==> config.mk <==
export PLATFORM = sky130hd
export DESIGN_NAME = instr_sequencer
export DESIGN_NICKNAME = d
export VERILOG_FILES = /design/src/rtl/instr_sequencer.sv
export SDC_FILE = /design/constraint.sdc
export NUM_CORES = 1
export LEC_CHECK = 0
export BUFFER_PORTS_ARGS = -buffer_cell sky130_fd_sc_hd__buf_2
export CORE_ASPECT_RATIO = 0.5
export CORE_MARGIN = 4
export CORE_UTILIZATION = 55
export CTS_CLUSTER_SIZE = 10
export DETAILED_ROUTE_END_ITERATION = 10
export GPL_TIMING_DRIVEN = 0
export PLACE_DENSITY = 0.8
export SYNTH_ARGS = -nofsm -noshare
export SYNTH_HDL_FRONTEND = slang
export SYNTH_SLANG_ARGS = --single-unit
==> constraint.sdc <==
create_clock -name clk -period 7.5 [get_ports clk]
set_input_delay 1.5 -clock clk [delete_from_list [all_inputs] [get_ports clk]]
set_output_delay 1.5 -clock clk [all_outputs]
set_load 0.02 [all_outputs]
==> src/rtl/instr_sequencer.sv <==
`timescale 1ns/1ps
// Instruction feeder: steps through a small {opcode, op1, op2} program memory, issues one
// word at a time to the core, waits out its two-register latency and captures result/flags.
module instr_sequencer #(
    parameter int         DEPTH   = 16,
    parameter int         AW      = 4,
    parameter logic [7:0] HALT_OP = 8'hFF
) (
    input  logic          clk,
    input  logic          reset,
    input  logic          prog_we,
    input  logic [AW-1:0] prog_addr,
    input  logic [23:0]   prog_wdata,
    input  logic          start,
    output logic [7:0]    opcode_out,
    output logic [7:0]    operand1_out,
    output logic [7:0]    operand2_out,
    input  logic [7:0]    proc_result,
    input  logic [7:0]    proc_flags,
    output logic          res_valid,
    output logic [7:0]    res_data,
    output logic [7:0]    res_flags,
    output logic [AW-1:0] res_pc,
    output logic [AW-1:0] pc,
    output logic          busy,
    output logic          done
);

    typedef enum logic [2:0] {
        S_IDLE    = 3'd0,
        S_FETCH   = 3'd1,
        S_WAIT1   = 3'd2,
        S_WAIT2   = 3'd3,
        S_CAPTURE = 3'd4,
        S_DONE    = 3'd5
    } state_t;

    state_t        state_q, state_d;
    logic [AW-1:0] pc_q, pc_d;
    logic          done_q, done_d;
    logic [7:0]    opcode_q, opcode_d;
    logic [7:0]    operand1_q, operand1_d;
    logic [7:0]    operand2_q, operand2_d;
    logic          res_valid_q, res_valid_d;
    logic [7:0]    res_data_q, res_data_d;
    logic [7:0]    res_flags_q, res_flags_d;
    logic [AW-1:0] res_pc_q, res_pc_d;

    logic [23:0]   mem [DEPTH];
    logic [23:0]   fetch_word;
    logic          busy_w;
    logic          mem_we;

    assign busy_w     = (state_q != S_IDLE) && (state_q != S_DONE);
    assign mem_we     = prog_we && !busy_w;
    assign fetch_word = mem[pc_q];

    // Program memory has no reset: contents survive an aborted run.
    always_ff @(posedge clk) begin
        if (mem_we) begin
            mem[prog_addr] <= prog_wdata;
        end
    end

    always_ff @(posedge clk or negedge reset) begin
        if (!reset) begin
            state_q     <= S_IDLE;
            pc_q        <= '0;
            done_q      <= 1'b0;
            opcode_q    <= '0;
            operand1_q  <= '0;
            operand2_q  <= '0;
            res_valid_q <= 1'b0;
            res_data_q  <= '0;
            res_flags_q <= '0;
            res_pc_q    <= '0;
        end else begin
            state_q     <= state_d;
            pc_q        <= pc_d;
            done_q      <= done_d;
            opcode_q    <= opcode_d;
            operand1_q  <= operand1_d;
            operand2_q  <= operand2_d;
            res_valid_q <= res_valid_d;
            res_data_q  <= res_data_d;
            res_flags_q <= res_flags_d;
            res_pc_q    <= res_pc_d;
        end
    end

    always_comb begin
        state_d     = state_q;
        pc_d        = pc_q;
        done_d      = done_q;
        opcode_d    = opcode_q;
        operand1_d  = operand1_q;
        operand2_d  = operand2_q;
        res_valid_d = 1'b0;
        res_data_d  = res_data_q;
        res_flags_d = res_flags_q;
        res_pc_d    = res_pc_q;

        case (state_q)
            S_IDLE, S_DONE: begin
                if (start) begin
                    pc_d    = '0;
                    done_d  = 1'b0;
                    state_d = S_FETCH;
                end
            end
            S_FETCH: begin
                // A halt word is never issued, so the core keeps its last operands.
                if (fetch_word[23:16] == HALT_OP) begin
                    done_d  = 1'b1;
                    state_d = S_DONE;
                end else begin
                    opcode_d   = fetch_word[23:16];
                    operand1_d = fetch_word[15:8];
                    operand2_d = fetch_word[7:0];
                    state_d    = S_WAIT1;
                end
            end
            S_WAIT1: state_d = S_WAIT2;
            S_WAIT2: state_d = S_CAPTURE;
            S_CAPTURE: begin
                res_data_d  = proc_result;
                res_flags_d = proc_flags;
                res_pc_d    = pc_q;
                res_valid_d = 1'b1;
                if (pc_q == AW'(DEPTH - 1)) begin
                    done_d  = 1'b1;
                    state_d = S_DONE;
                end else begin
                    pc_d    = pc_q + AW'(1);
                    state_d = S_FETCH;
                end
            end
            default: state_d = S_IDLE;
        endcase
    end

    assign opcode_out   = opcode_q;
    assign operand1_out = operand1_q;
    assign operand2_out = operand2_q;
    assign res_valid    = res_valid_q;
    assign res_data     = res_data_q;
    assign res_flags    = res_flags_q;
    assign res_pc       = res_pc_q;
    assign pc           = pc_q;
    assign busy         = busy_w;
    assign done         = done_q;

endmodule
==> metrics <==
DP Wirelength=26.5 mm; max cap viols=0; Critical Path Source Type=register; Worst R2R End=operand1_out[1]; CTS Buffer Depth=3; initial antenna violation count=0; CTS resizes=0; unique cell type count in the Yosys netlist=between 40 and 50; Ant. Diodes=0; VDD IR max=between 0.15 and 0.2 mV; Simple-Gate Fraction of Synth Area=~4.8%; outcome=completed; layout cell share with drive strength beyond 1=around 29%; area occupied by multi-input gates=between 4000 and 5000 sq um; Tcrit/Tclk final=52.7%; final hold viol count=0; Post-synth EDFFs=between 300 and 400; worst-path maximum fanout=10; I/O pin cnt=just under 100; Worst Setup Path Type=register to register; setup TNS=0 ns; CP Depth=7; fin. max-slew vios=0; layout filler cell count=1820; worst r2r src=pc[2]; f_max=253 MHz; # setup viols final=0; register area share after synthesis=75.1%; crit path max-delay cell type=clkbuf_1; crit path cell chain=clkbuf_1, clkbuf_1, buf_1, clkbuf_1, mux4_2, nand2_1, o211ai_1; reg-to-reg setup timing slack=approximately 3.5 ns; Total Wirelength=between 40 and 50 mm; Final WS setup=around 3.5 ns; WL/cell=30.0 um; total power=about 6800 uW; post-route ant nets=0; Cell Area, Synth=between 15000 and 20000 sq um; crit path time final=3.95 ns; Post-synth ARST share=between 10% and 20%; largest family of logic cells by synthesized area=multiplexers; drt drc=0; CTS Root Cell=clkbuf_16; I/O Buffers=a little under 100; Synth Area in Compound Gates=~3.2%; TritonCTS buffer count=between 40 and 50; crit-path max cell delay=approximately 0.75 ns; cells on worst reg2reg path=7; die area=approximately 34000 sq um; YS warnings=0; core area=30500 sq um; Crit path top cell by count=clkbuf_1; pre-CTS setup slack=~3.6 ns; dominant synthesized flop cell=edfxtp_1; Worst setup EP type=register; Vias/cell=roughly 6.7; total gr overflow=0; CTS tree=yes; largest net degree at the start of global routing=54; Die X=257 um; cells after synthesis=880; overall routing resource usage=between 20 and 30%; Slew @ Worst Pin=1.25 ns; first-pass GRT wire length=67.6 mm; crit path capture=operand1_out[1]; RSZ-0062 raised after global routing=no; Area growth syn-to-layout=17.5%; Placer Congestion=around 0.82; Power Density=between 300 and 400 nW/um^2; hold crit path type=register to register; Initial Util=56.1%; Worst-Skew Late Latency=0.56 ns; Post-CTS Setup Bufs=0; nets=1102; Critical Path RT=between 7 and 8 ns; Leakage=around 0.007 uW; vias in the first global route=~11000; Die H=between 100 and 150 um; Synth Area in Adders=less than 1%; H-Tree Depth=2; Buf/Inv on CP=4; post-synthesis xor/xnor area fraction=0%; DR vias=10100; WHS=~0.48 ns; post-synthesis mux area share=15.0%; CP delay by family, top=buffers and inverters; Register Area=roughly 13000 sq um; clock skew after layout=0.0181 ns; CTS sink cnt=about 440; TritonRoute pass-1 iters=6; Mapped Nets=roughly 930; Avg Cell Area, Syn=about 19 sq um; DRT iter0 DRCs=between 1500 and 2000; Reg clk slew, reported paths=about 0.060 ns; worst path arrival time=roughly 4.4 ns; # hold bufs at CTS=0; Rows=45; Rel. slew slack=17.0%; #FFs+latches synth=~440; crit path launch=pc[2]
[cells by family after synthesis]
kind of cell | count (synthesis)
flops | 437
mux | 126
fa+ha+maj | 1
buf+inv | 62
simple gates | 181
compound gates | 73
[worst min-delay path by stage]
stage	start	end	slack [ns]	cells after the start
6_report	res_flags[0]	res_flags[0]	0.48	2
5_1_grt	res_data[0]	res_data[0]	0.51	2
3_5_place_dp	res_data[1]	res_data[1]	0.46	2
4_1_cts	res_data[1]	res_data[1]	0.48	2
3_3_place_gp	res_flags[4]	res_flags[4]	0.46	2
2_1_floorplan	state_q[2]	state_q[1]	0.49	1
[cells in the final DEF (no fill, tap or decap), types with 2 or more instances in the layout]
cell / Yosys / routed
dfrtp_1: 53 / 53
nand3_1: 9 / 9
o211ai_1: 16 / 16
inv_1: 12 / 12
clkbuf_1: 29 / 66
nand2_1: 104 / 104
and3_1: 17 / 17
a221o_1: 3 / 3
a221oi_1: 8 / 8
nand4_1: 18 / 18
buf_2: 9 / 107
nor3_2: 0 / 4
o22a_1: 2 / 2
a41oi_1: 2 / 2
mux2i_1: 21 / 21
or3_1: 2 / 2
a21oi_1: 11 / 11
edfxtp_1: 384 / 384
nor2_4: 0 / 12
nand2b_1: 3 / 3
o21ai_0: 12 / 12
o22ai_1: 2 / 2
a2bb2oi_4: 2 / 2
buf_16: 0 / 12
a22oi_1: 4 / 4
buf_4: 1 / 2
nor2_1: 17 / 5
and2_1: 3 / 3
buf_1: 2 / 2
buf_6: 6 / 17
clkbuf_16: 0 / 50
o31ai_1: 2 / 2
mux4_2: 103 / 103
o21ai_1: 4 / 4
[report_power, final]
part | internal (uW) | switching [uW]
combinational | 670 | 1060
clock | 1240 | 916
sequential | 2820 | 128
[metrics by stage]
stage	util [%]	std cells	area, sq um
after floorplan	-	880	17100
after global placement	59.4	1401	18100
after detailed placement	61.3	1425	18700
after CTS	65.9	1514	20100
after global routing	65.9	1514	20100
final	65.9	1514	20100
[per-layer routing]
layer,vias to the layer above,routed length [um],track usage (%)
met5,-,0,0
met4,0,2750,13.7
met3,237,5350,7.02
met2,865,21800,43.5
met1,5068,15500,34.4
li1,3915,-,-
[sequential cells by signal, indices dropped and copies added, names as in the netlist]
| register | count |
|---|---|
| done | 1 |
| res_valid | 1 |
| res_data | 8 |
| pc | 4 |
| operand2_out | 8 |
| state_q | 3 |
| mem | 384 |
| opcode_out | 8 |
| operand1_out | 8 |
| res_pc | 4 |
| res_flags | 8 |
[worst min-delay path, cell delays in order (launching register included)]
cell	delay, ns
dfrtp_1	0.34
nand2_1	0.05
nand2_1	0.06
[cell usage after synthesis (2+ instances only)]
library cell | instances | area share, %
a21oi_1 | 11 | 0.32
a221o_1 | 3 | 0.18
a221oi_1 | 8 | 0.41
a22oi_1 | 4 | 0.18
a2bb2oi_4 | 2 | 0.31
a41oi_1 | 2 | 0.10
and2_1 | 3 | 0.11
and3_1 | 17 | 0.62
buf_1 | 2 | 0.044
buf_2 | 9 | 0.26
buf_6 | 6 | 0.39
clkbuf_1 | 29 | 0.64
dfrtp_1 | 53 | 7.7
edfxtp_1 | 384 | 67
inv_1 | 12 | 0.26
mux2i_1 | 21 | 1.2
mux4_2 | 103 | 14
nand2_1 | 104 | 2.3
nand2b_1 | 3 | 0.11
nand3_1 | 9 | 0.26
nand4_1 | 18 | 0.66
nor2_1 | 17 | 0.37
nor3_1 | 5 | 0.15
o211ai_1 | 16 | 0.70
o21ai_0 | 12 | 0.35
o21ai_1 | 4 | 0.12
o22a_1 | 2 | 0.10
o22ai_1 | 2 | 0.073
o31ai_1 | 2 | 0.088
or3_1 | 2 | 0.073
[area by class of cell]
class	count	area share, %
Clock inverter	2	0.106
Sequential cell	437	63.9
Inverter	13	0.243
Tap cell	423	2.63
Multi-Input combinational cell	381	20.1
Timing Repair Buffer	122	4.73
Clock buffer	87	6.91
Buffer	49	1.35
(Power assumes the default switching activity.)
